<file path="src/rtl/muldiv_pkg.sv">
// Shared types and constants for the multi-cycle multiply/divide unit.
// Contents: op_t request codes, state_t FSM states, the iteration counter
// width, the divide-by-zero LO value, and a signed-op helper.
package muldiv_pkg;

  localparam int unsigned DATA_WIDTH_DEF = 32;
  localparam int unsigned ITER_W         = $clog2(DATA_WIDTH_DEF) + 1;
  localparam logic [DATA_WIDTH_DEF-1:0] DIVZERO_LO = '1;

  typedef enum logic [2:0] {
    OP_MULT  = 3'd0,
    OP_MULTU = 3'd1,
    OP_DIV   = 3'd2,
    OP_DIVU  = 3'd3,
    OP_MTHI  = 3'd4,
    OP_MTLO  = 3'd5
  } op_t;

  typedef enum logic [1:0] {
    S_IDLE = 2'd0,
    S_MUL  = 2'd1,
    S_DIV  = 2'd2,
    S_FIX  = 2'd3
  } state_t;

  // Operands of MULT/DIV are two's complement; everything else is raw.
  function automatic logic is_signed_op(input logic [2:0] op);
    return (op == OP_MULT) || (op == OP_DIV);
  endfunction

endpackage

</file>
<file path="src/rtl/muldiv_signfix.sv">
// Combinational conditional negation of a pair of lanes.
// Input side: turns signed operands into magnitudes (i_link=0).
// Output side: applies result sign; with i_link=1 the lanes form one
// 2*WIDTH value {i_hi,i_lo} negated as a whole (product), otherwise each
// lane is negated on its own (quotient / remainder).
// Ports: i_hi, i_lo values; i_neg_hi, i_neg_lo negate enables;
//        i_link joins lanes; o_hi, o_lo results.
module muldiv_signfix #(
  parameter int unsigned WIDTH = 32
) (
  input  logic [WIDTH-1:0] i_hi,
  input  logic [WIDTH-1:0] i_lo,
  input  logic             i_neg_hi,
  input  logic             i_neg_lo,
  input  logic             i_link,
  output logic [WIDTH-1:0] o_hi,
  output logic [WIDTH-1:0] o_lo
);

  logic [WIDTH-1:0] w_lo_neg;
  logic [WIDTH-1:0] w_hi_neg;
  logic [WIDTH-1:0] w_hi_linked;

  assign w_lo_neg    = ~i_lo + WIDTH'(1);
  assign w_hi_neg    = ~i_hi + WIDTH'(1);
  // Upper half of a double-width negation: the +1 carries in only when
  // the low half is zero.
  assign w_hi_linked = ~i_hi + WIDTH'(i_lo == '0);

  always_comb begin
    o_lo = i_neg_lo ? w_lo_neg : i_lo;
    if (i_link) begin
      o_hi = i_neg_lo ? w_hi_linked : i_hi;
    end else begin
      o_hi = i_neg_hi ? w_hi_neg : i_hi;
    end
  end

endmodule

</file>
<file path="src/rtl/muldiv_sequencer.sv">
// Multi-cycle multiply/divide unit owning the architectural HI/LO registers.
// Shift-add multiply and restoring divide, one bit per cycle, followed by a
// single sign-correction cycle. MTHI/MTLO write HI/LO directly from IDLE.
// Ports: clk, rst_n (async active-low); start/op/a/b request (sampled in
//        IDLE only); abort synchronous flush; busy, done (1-cycle pulse),
//        hi, lo registered outputs.
module muldiv_sequencer
  import muldiv_pkg::*;
#(
  parameter int unsigned DATA_WIDTH = DATA_WIDTH_DEF
) (
  input  logic                  clk,
  input  logic                  rst_n,
  input  logic                  start,
  input  logic [2:0]            op,
  input  logic [DATA_WIDTH-1:0] a,
  input  logic [DATA_WIDTH-1:0] b,
  input  logic                  abort,
  output logic                  busy,
  output logic                  done,
  output logic [DATA_WIDTH-1:0] hi,
  output logic [DATA_WIDTH-1:0] lo
);

  localparam int unsigned DW = DATA_WIDTH;

  state_t            r_state;
  state_t            w_state_nxt;
  logic [ITER_W-1:0] r_cnt;
  logic [2*DW-1:0]   r_acc;
  logic [DW-1:0]     r_mcand;
  logic [DW-1:0]     r_div;
  logic [DW-1:0]     r_quo;
  logic [DW-1:0]     r_rem;
  logic [DW-1:0]     r_a_raw;
  logic              r_neg_q;
  logic              r_neg_r;
  logic              r_divzero;
  logic              r_is_mul;
  logic [DW-1:0]     r_hi;
  logic [DW-1:0]     r_lo;
  logic              r_busy;
  logic              r_done;

  logic              w_is_signed;
  logic [DW-1:0]     w_mag_a;
  logic [DW-1:0]     w_mag_b;
  logic              w_last;
  logic [DW:0]       w_mul_sum;
  logic [DW:0]       w_div_shift;
  logic              w_div_ge;
  logic [DW-1:0]     w_div_diff;
  logic [DW-1:0]     w_fix_hi;
  logic [DW-1:0]     w_fix_lo;
  logic [DW-1:0]     w_res_hi;
  logic [DW-1:0]     w_res_lo;
  logic              w_ld_mul;
  logic              w_ld_div;
  logic              w_mthi;
  logic              w_mtlo;
  logic              w_wr_fix;

  assign w_is_signed = is_signed_op(op);
  assign w_last      = (r_cnt == ITER_W'(DW - 1));

  // Operand magnitudes (a on the hi lane, b on the lo lane).
  muldiv_signfix #(.WIDTH(DW)) u_sign_in (
    .i_hi     (a),
    .i_lo     (b),
    .i_neg_hi (w_is_signed & a[DW-1]),
    .i_neg_lo (w_is_signed & b[DW-1]),
    .i_link   (1'b0),
    .o_hi     (w_mag_a),
    .o_lo     (w_mag_b)
  );

  // Shift-add step: add multiplicand into the upper half when the current
  // multiplier bit (acc[0]) is set, then shift the whole accumulator right.
  assign w_mul_sum = {1'b0, r_acc[2*DW-1:DW]} + (r_acc[0] ? {1'b0, r_mcand} : '0);

  // Restoring divide step: bring in the next dividend bit and subtract when
  // the partial remainder covers the divisor. The difference always fits DW.
  assign w_div_shift = {r_rem, r_quo[DW-1]};
  assign w_div_ge    = (w_div_shift >= {1'b0, r_div});
  assign w_div_diff  = w_div_shift[DW-1:0] - r_div;

  // Result sign correction: product negated as one value, quotient and
  // remainder independently.
  muldiv_signfix #(.WIDTH(DW)) u_sign_out (
    .i_hi     (r_is_mul ? r_acc[2*DW-1:DW] : r_rem),
    .i_lo     (r_is_mul ? r_acc[DW-1:0]    : r_quo),
    .i_neg_hi (r_neg_r),
    .i_neg_lo (r_neg_q),
    .i_link   (r_is_mul),
    .o_hi     (w_fix_hi),
    .o_lo     (w_fix_lo)
  );

  // Divide by zero bypasses the datapath result entirely.
  assign w_res_hi = (!r_is_mul && r_divzero) ? r_a_raw          : w_fix_hi;
  assign w_res_lo = (!r_is_mul && r_divzero) ? DW'(DIVZERO_LO) : w_fix_lo;

  // State register.
  always_ff @(posedge clk or negedge rst_n) begin
    if (!rst_n) begin
      r_state <= S_IDLE;
    end else begin
      r_state <= w_state_nxt;
    end
  end

  // Next state and datapath strobes; abort overrides everything.
  always_comb begin
    w_state_nxt = r_state;
    w_ld_mul    = 1'b0;
    w_ld_div    = 1'b0;
    w_mthi      = 1'b0;
    w_mtlo      = 1'b0;
    w_wr_fix    = 1'b0;
    if (abort) begin
      w_state_nxt = S_IDLE;
    end else begin
      case (r_state)
        S_IDLE: begin
          if (start) begin
            case (op)
              OP_MULT, OP_MULTU: begin
                w_ld_mul    = 1'b1;
                w_state_nxt = S_MUL;
              end
              OP_DIV, OP_DIVU: begin
                w_ld_div    = 1'b1;
                w_state_nxt = S_DIV;
              end
              OP_MTHI: w_mthi = 1'b1;
              OP_MTLO: w_mtlo = 1'b1;
              default: ;
            endcase
          end
        end
        S_MUL: if (w_last) w_state_nxt = S_FIX;
        S_DIV: if (w_last) w_state_nxt = S_FIX;
        S_FIX: begin
          w_wr_fix    = 1'b1;
          w_state_nxt = S_IDLE;
        end
        default: w_state_nxt = S_IDLE;
      endcase
    end
  end

  // Iteration datapath and operand capture.
  always_ff @(posedge clk or negedge rst_n) begin
    if (!rst_n) begin
      r_cnt     <= '0;
      r_acc     <= '0;
      r_mcand   <= '0;
      r_div     <= '0;
      r_quo     <= '0;
      r_rem     <= '0;
      r_a_raw   <= '0;
      r_neg_q   <= 1'b0;
      r_neg_r   <= 1'b0;
      r_divzero <= 1'b0;
      r_is_mul  <= 1'b0;
    end else if (w_ld_mul) begin
      r_mcand   <= w_mag_a;
      r_acc     <= {{DW{1'b0}}, w_mag_b};
      r_cnt     <= '0;
      r_is_mul  <= 1'b1;
      r_neg_q   <= w_is_signed & (a[DW-1] ^ b[DW-1]);
      r_neg_r   <= 1'b0;
      r_divzero <= 1'b0;
    end else if (w_ld_div) begin
      r_div     <= w_mag_b;
      r_quo     <= w_mag_a;
      r_rem     <= '0;
      r_a_raw   <= a;
      r_cnt     <= '0;
      r_is_mul  <= 1'b0;
      r_neg_q   <= w_is_signed & (a[DW-1] ^ b[DW-1]);
      r_neg_r   <= w_is_signed & a[DW-1];
      r_divzero <= (b == '0);
    end else if (r_state == S_MUL) begin
      r_acc <= {w_mul_sum, r_acc[DW-1:1]};
      r_cnt <= r_cnt + ITER_W'(1);
    end else if (r_state == S_DIV) begin
      r_rem <= w_div_ge ? w_div_diff : w_div_shift[DW-1:0];
      r_quo <= {r_quo[DW-2:0], w_div_ge};
      r_cnt <= r_cnt + ITER_W'(1);
    end
  end

  // Architectural HI/LO and status outputs.
  always_ff @(posedge clk or negedge rst_n) begin
    if (!rst_n) begin
      r_hi   <= '0;
      r_lo   <= '0;
      r_busy <= 1'b0;
      r_done <= 1'b0;
    end else begin
      if (w_mthi)   r_hi <= a;
      if (w_mtlo)   r_lo <= a;
      if (w_wr_fix) begin
        r_hi <= w_res_hi;
        r_lo <= w_res_lo;
      end
      r_busy <= (w_state_nxt != S_IDLE);
      r_done <= w_wr_fix;
    end
  end

  assign busy = r_busy;
  assign done = r_done;
  assign hi   = r_hi;
  assign lo   = r_lo;

endmodule

</file>
<file path="config.mk">
export PLATFORM = sky130hd
export DESIGN_NAME = muldiv_sequencer
export DESIGN_NICKNAME = d
export VERILOG_FILES = /design/src/rtl/muldiv_pkg.sv /design/src/rtl/muldiv_signfix.sv /design/src/rtl/muldiv_sequencer.sv
export SDC_FILE = /design/constraint.sdc
export NUM_CORES = 1
export LEC_CHECK = 0
export CORE_MARGIN = 10
export CORE_UTILIZATION = 43
export CTS_BUF_LIST = sky130_fd_sc_hd__clkbuf_4 sky130_fd_sc_hd__clkbuf_8 sky130_fd_sc_hd__clkbuf_16
export DETAILED_ROUTE_END_ITERATION = 8
export GPL_TIMING_DRIVEN = 0
export PLACE_DENSITY = 0.61
export SKIP_CTS_REPAIR_TIMING = 1
export SLEW_MARGIN = 15
export SYNTH_ARGS = -nofsm -noshare
export SYNTH_HDL_FRONTEND = slang
export SYNTH_SLANG_ARGS = --single-unit
</file>
<file path="constraint.sdc">
create_clock -name clk -period 6.8 [get_ports clk]
set_clock_uncertainty 0.2 [all_clocks]
set_input_delay 1.02 -clock clk [delete_from_list [all_inputs] [get_ports clk]]
set_output_delay 1.02 -clock clk [all_outputs]
set_load 0.01 [all_outputs]
</file>
### Yosys cells after proc, flatten, opt, wreduce, memory -nomap -nowiden

Index checks and enable logic that the tools add are counted.

| word-level totals | value |
|---|---|
| bits in registers | 302 |
| bits of input ports | 71 |
| output and inout port bits | 66 |
| logic and storage cells | 125 |

| operators by class | value |
|---|---|
| add/sub/neg operators | 8 |
| order comparisons | 1 |
| eq/ne operators | 11 |
| mux-type cells | 60 |
| bitwise gates (word level) | 9 |
| reduce and logical (&&, ||, !) cells | 20 |

Operators with widths:

| kind | number |
|---|---|
| $mux 32 | 22 |
| $mux 64 | 3 |
| $add 32x1->32 const B | 4 |
| $not 32->32 | 4 |
| $logic_not 32->1 | 2 |
| $add 32x32->33 | 1 |
| $ge 33x32->1 | 1 |
| $add 32x1->32 | 1 |
| $sub 32x32->32 | 1 |
| $mux 1 | 26 |
| $mux 6 | 4 |
| $reduce_bool 2->1 | 6 |
| $add 6x1->6 const B | 1 |
| $eq 3x2->1 const B | 2 |
| $eq 3x3->1 const B | 2 |
| $eq 6x5->1 const B | 1 |
| $mux 2 | 3 |
| $pmux 2 s3 | 1 |
| $reduce_or 2->1 | 3 |
| $eq 2x2->1 const B | 2 |
| $ne 2x2->1 const B | 2 |
| $pmux 2 s2 | 1 |
| $reduce_and 2->1 | 2 |
| $reduce_bool 4->1 | 1 |
| 11 further kinds | 13 |

### Depth between registers and ports, before layout

| depth | value |
|---|---|
| depth in word-level cells | 8 |
| depth in mapped cells | 25 |
| mapped depth without buffers | 18 |

### Cells and area by module

From an unflattened synthesis, not the netlist that was laid out.

| unflattened totals | value |
|---|---|
| cell total of the unflattened synthesis | 2526 |
| area total of the unflattened synthesis | 20872.5 um^2 |

Modules (own cells, without submodules):

| module | times used | cells each | area an instance (um^2) | sequential area each (um^2) |
|---|---|---|---|---|
| muldiv_sequencer | 1 | 2001 | 17272.8 | 7557.2 |
| muldiv_signfix at u_sign_in | 1 | 280 | 1879.3 | 0.0 |
| muldiv_signfix at u_sign_out | 1 | 245 | 1720.4 | 0.0 |

### Worst setup path before layout

OpenSTA, ideal clock, no wires.

| path | value |
|---|---|
| path kind | flip-flop to flip-flop |
| from | register r_is_mul |
| to | register r_hi[26], in the netlist hi[26] |
| setup time | 0.137 ns |
| data arrival time | 5.297 ns |
| required time | 6.463 ns |
| path slack | 1.166 ns |
| cell stages (with the launch flop) | 26 |
| path buffers | 7 |
| period minus slack after synthesis | 5.634 ns |
| path through | dfrtp_1 > buf_6 > buf_2 > buf_2 > buf_2 > buf_2 > buf_2 > buf_1 > mux2i_1 > ha_1 > o221ai_1 > nor4_1 > and2_1 > and3b_1 > and4b_1 > ha_1 > ha_1 > or3b_2 > a21oi_1 > o21ai_0 > a21boi_1 > o31ai_1 > xor2_1 > nor2_1 > a211oi_1 > a21oi_1 |

| between the ends | value |
|---|---|
| word-level cells in the longest chain between the ends | 7 |
| elaborated cells on any way between the ends | 13 |
| those cells by class | add/sub: 2; mux: 7; bitwise: 1; reduce/logical: 3 |

RTL lines:

| what | line | source |
|---|---|---|
| start: declaration | muldiv_sequencer.sv:39 | `logic r_is_mul;` |
| start signal: assignment | muldiv_sequencer.sv:165 | `r_is_mul <= 1'b0;` |
| start signal: assignment | muldiv_sequencer.sv:170 | `r_is_mul <= 1'b1;` |
| start signal: assignment | muldiv_sequencer.sv:180 | `r_is_mul <= 1'b0;` |
| $mux 32 (on tied branches) | muldiv_sequencer.sv:91, muldiv_sequencer.sv:90 |  |
| $logic_not 32->1 / $not 32->32 (equally long branches) | muldiv_signfix.sv:28, muldiv_signfix.sv:25 |  |
| $add 32x1->32 (on tied branches) | muldiv_signfix.sv:28, muldiv_signfix.sv:25 |  |
| $mux 32 (on tied branches) | muldiv_signfix.sv:33, muldiv_signfix.sv:35 |  |
| $mux 32 | muldiv_signfix.sv:32 | `if (i_link) begin` |
| $mux 32 (*) | muldiv_sequencer.sv:100 | `assign w_res_hi = (!r_is_mul && r_divzero) ? r_a_raw : w_fix_hi;` |
| $mux 32 (*) | muldiv_sequencer.sv:204 | `if (w_wr_fix) begin` |
| end signal: assignment | muldiv_sequencer.sv:205 | `r_hi <= w_res_hi;` |
| end: declaration | muldiv_sequencer.sv:40 | `logic [DW-1:0] r_hi;` |

Mark *: on every way between the ends. The rest lies on a longest branch, timed or not.
A chain may end at the register's enable or synchronous reset.

### Worst setup path after layout

Ends and elaborated chain as after synthesis.

==> reports/results.txt <==
STA classifies the critical path endpoint as a flip-flop. The root buffer cell chosen for the clock tree is sky130_fd_sc_hd__clkbuf_16. The cell count after synthesis came out at 2461. Across all register-to-register paths, the minimum setup slack is 0.26 ns. The synthesized netlist contains 89 unique library cells. In the final routed layout, each cell accounts on average for 27.4 µm. The H-tree was split into 2 levels. The number of buffers inserted during clock tree synthesis was 39; the final antenna-violating net count was 0. The logs give 5 for the initial antenna violation count and 0 for the count of synthesis-stage warnings from yosys. The max-slew violation total from the final report is 0, and the transition time at the pin with the least slew margin is 1.18 ns.

Setup repair after global routing left no endpoint under its margin. The endpoint identified for the worst register-to-register timing path is hi[26]. The startpoint identified for the worst register-to-register timing path is r_is_mul.

In this run the standard cell core region covers 0.0468 mm². The number of global-route vias before repair is 19.7k, and the starting DRC count in detailed routing is 2344. Y dimension of the die: 238 µm. Using the TritonRoute via totals, the vias-per-cell ratio works out to 6.18.

The detailed router placed 20.2k vias in this run. Averaged over all synthesized cells, the footprint is 8.31 µm². Worst-case vdd ir drop: 221 µV. The logs give 0.0567 mm² for the die area and 0 for the global-route congestion overflow total. For this run, the number of standard cells in the final layout without fillers is 3272.

The setup path with the least slack is of type reg2reg. The logs give 37.0% for the share of the yosys chip area belonging to registers and 43.7% for the initial core utilization. The total nets after synthesis was 2611; the post-synthesis cell area was 0.0204 mm². In the routed design, unresolved DRC markers number 0. STA puts the critical path data required time at 7.03 ns. The post-synthesis share of cell area spent on xor and xnor gates is 8.31%. The multiplexer area fraction after synthesis is 4.65%. The most used flip-flop cell after synthesis is sky130_fd_sc_hd__dfrtp_1.

Data on the critical path arrives at its endpoint at 6.77 ns. The top cell types in the final layout, fill and taps aside, are 437 x sky130_fd_sc_hd__nand2_1, 302 x sky130_fd_sc_hd__dfrtp_1, 209 x sky130_fd_sc_hd__o21ai_0. The layout has 4536 filler cells. Relative to the synthesized area, the layout overhead comes to 17.5%. The all-layer global routing usage was 30.9%. TritonCTS built the clock tree. Once routing completed, OpenROAD measured the worst setup slack at 0.260 ns. Max-cap violations in this run came to 0.

The half-perimeter wire length of the detailed placement result is 71.1 mm. Synthesis inferred 302 register bits. The number of cells traversed by the worst register-to-register path is 24, and the final hold violation count is 0. Entering global routing, the biggest net connects 100 pins.

In this run the core area contains 79 standard-cell rows. Worst hold path class: in2async. The clock drives 302 sinks. The run finished with clean final reports. The first-pass iteration count of the detailed router was 6; the clock slew seen by the registers of the worst setup and hold paths was 0.06 ns. Yosys mapped a number of flops with a built-in enable equal to 0. The count of buffers from port buffering is 128.

For the finished layout, the period the worst path requires is 6.54 ns. The worst slew slack as a fraction of its limit is 20.7%. Leaving out fill and tap cells, the most frequent cell in the layout is sky130_fd_sc_hd__nand2_1. Counting tap cells, the placed design contains a total of 3199 instances. 137 I/O pins were placed. The tools report the startpoint kind of the worst setup timing path as a flip-flop. The total wire length was 89.6 mm; the number of nets at the end of the flow was 2782. Setup violations remaining at the end of the flow were counted as 0. The longest clock path from root to sink contains 3 buffers. Part of the cycle the worst path needs: 96.2%. After synthesis, the share of flip-flops with an asynchronous set or reset is 100%. Timing analysis after detailed placement gives a worst setup slack of -1.89 ns. Of the cells placed in the final design, the portion with a size suffix greater than 1 is 5.93%. At the end of routability-driven placement, the weighted congestion stood at 0.958. The first global-routing pass estimated 131 mm of wire.

The dominant combinational cell family by area after synthesis was compound AO/OA/AOI/OAI gates. The analysis attributes to cell leakage a power of 10.4 nW. Derived from the worst setup path, the maximum achievable clock frequency is 153 MHz. Maximum fanout count along the critical path: 19. The die is 238 µm wide.

Summing the areas of all compound-gate instances in the mapped netlist gives 21.4% of the synthesized area. The power density of the placed cells is 402 mW/mm², and the simple-gate portion of the synthesized area is 19.5%. The synthesized netlist devotes 4.91% of its cell area to adder and majority cells.

The clock latency on the worst-skew pair was 0.58 ns.
cells in the mapped netlist (4+ instances only):
cell type,instances,area (µm²)
sky130_fd_sc_hd__o311ai_1,10,87.6
sky130_fd_sc_hd__a21oi_1,156,781
sky130_fd_sc_hd__inv_1,68,255
sky130_fd_sc_hd__nand3_1,38,190
sky130_fd_sc_hd__nand2_1,437,1640
sky130_fd_sc_hd__nor2_1,153,574
sky130_fd_sc_hd__nand4_1,14,87.6
sky130_fd_sc_hd__ha_1,77,963
sky130_fd_sc_hd__dfrtp_1,302,7560
sky130_fd_sc_hd__a22oi_1,34,255
sky130_fd_sc_hd__or3_1,21,131
sky130_fd_sc_hd__nor4_1,15,93.8
sky130_fd_sc_hd__or4_1,9,67.6
sky130_fd_sc_hd__and3_1,7,43.8
sky130_fd_sc_hd__nor3b_1,18,135
sky130_fd_sc_hd__nor2b_1,11,68.8
sky130_fd_sc_hd__a211o_1,5,43.8
sky130_fd_sc_hd__o21ai_1,21,105
sky130_fd_sc_hd__xor2_1,87,762
sky130_fd_sc_hd__o21bai_1,6,45.0
sky130_fd_sc_hd__o21ai_0,209,1050
sky130_fd_sc_hd__mux2_2,20,225
sky130_fd_sc_hd__nand2b_1,16,100
sky130_fd_sc_hd__or2_2,4,25.0
sky130_fd_sc_hd__mux2i_1,71,711
sky130_fd_sc_hd__and2_1,45,282
sky130_fd_sc_hd__or3b_1,7,61.3
sky130_fd_sc_hd__a221o_1,8,80.1
sky130_fd_sc_hd__buf_1,8,30.0
sky130_fd_sc_hd__nor3_1,69,345
sky130_fd_sc_hd__o41ai_1,10,87.6
sky130_fd_sc_hd__clkbuf_1,109,409
sky130_fd_sc_hd__xnor2_1,107,937
sky130_fd_sc_hd__buf_2,23,115
sky130_fd_sc_hd__o31ai_1,31,233
sky130_fd_sc_hd__a32oi_1,36,315
sky130_fd_sc_hd__a21o_1,33,248
sky130_fd_sc_hd__o211ai_1,8,60.1
sky130_fd_sc_hd__o21a_1,8,60.1
sky130_fd_sc_hd__a31o_2,4,35.0
sky130_fd_sc_hd__a31oi_1,40,250
sky130_fd_sc_hd__o22ai_1,14,87.6
sky130_fd_sc_hd__a211oi_1,24,180
worst max path at each step:
stage	from	end	slack, ns
final	r_is_mul	hi[26]	0.26
after floorplan	r_is_mul	hi[26]	1.17
after global routing	r_is_mul	hi[26]	0.04
after detailed placement	r_is_mul	hi[26]	-1.89
after global placement	rst_n	r_div[18]	-9.00
after CTS	r_is_mul	hi[26]	-1.91
worst max-delay path: stages (launching register included):
cell                       delay, ns
sky130_fd_sc_hd__dfrtp_1        0.35
sky130_fd_sc_hd__buf_8          0.20
sky130_fd_sc_hd__buf_6          0.23
sky130_fd_sc_hd__buf_6          0.21
sky130_fd_sc_hd__buf_4          0.25
sky130_fd_sc_hd__buf_6          0.23
sky130_fd_sc_hd__buf_6          0.20
sky130_fd_sc_hd__mux2i_4        0.31
sky130_fd_sc_hd__ha_1           0.26
sky130_fd_sc_hd__o221ai_2       0.17
sky130_fd_sc_hd__nor4_2         0.23
sky130_fd_sc_hd__and2_4         0.23
sky130_fd_sc_hd__and3b_1        0.19
sky130_fd_sc_hd__and4b_2        0.38
sky130_fd_sc_hd__ha_1           0.24
sky130_fd_sc_hd__ha_1           0.16
sky130_fd_sc_hd__or3b_2         0.53
sky130_fd_sc_hd__a21oi_4        0.24
sky130_fd_sc_hd__o21ai_0        0.10
sky130_fd_sc_hd__a21boi_1       0.25
sky130_fd_sc_hd__o31ai_2        0.38
sky130_fd_sc_hd__xor2_2         0.43
sky130_fd_sc_hd__nor2_1         0.08
sky130_fd_sc_hd__a211oi_1       0.24
sky130_fd_sc_hd__a21oi_1        0.06
cells by family (layout without fill, tap and decap cells):
kind of cell             after synthesis  in the layout
AO/OA/AOI/OAI                        697            697
XOR/XNOR                             194            194
adder cells (fa/ha/maj)               79             79
buffers and inverters                216            418
flip-flops                           302            302
multiplexers                          92             92
other                                  0              2
AND/OR/NAND/NOR                      881            881
metal layers:
layer / track usage [%] / vias to the layer above / share of wire, %
li1: - / 9130 / -
met1: 41.2 / 9976 / 43
met2: 49.4 / 950 / 45
met3: 4.92 / 167 / 8.2
met4: 12.4 / 2 / 4.0
met5: 0 / - / 0.018
area by class of cell:
cell class                 instances  area [µm²]  area share [%]
clock buffer                      57        1210            5.06
inverter                          71         267            1.11
timing repair buffer             131        1370            5.70
antenna                            2        5.00          0.0208
multi-input combinational       1943       12100            50.2
sequential                       302        7560            31.5
clock inverter                    15         153           0.635
buffer                           144         627            2.61
tap                              607         759            3.16
sequential cells by signal, summed over array words and instances, names as in the netlist:
register   cells
busy           1
done           1
hi            32
lo            32
r_a_raw       32
r_acc         64
r_cnt          6
r_div         32
r_divzero      1
r_is_mul       1
r_mcand       32
r_neg_q        1
r_neg_r        1
r_quo         32
r_rem         32
r_state        2
stage by stage:
stage	total power, mW	utilization (%)	hold WS (ns)	TNS (ns)	instance area (µm²)
finish	9.65	51.4	0.188	0	24000
global route	10.2	51.4	0.229	0	24000
CTS	9.53	51.2	0.209	-27.27	23900
detailed placement	7.32	48.3	0.264	-26.74	22600
global placement	7.26	48.1	0.257	-2725.83	22500
floorplan	5.51	-	0.240	0	20400
power by group:
part           switching, mW  internal (mW)
sequential             0.763           2.43
combinational           2.54           1.73
clock                  0.874           1.32
total                   4.17           5.48
(Power assumes the default switching activity.)
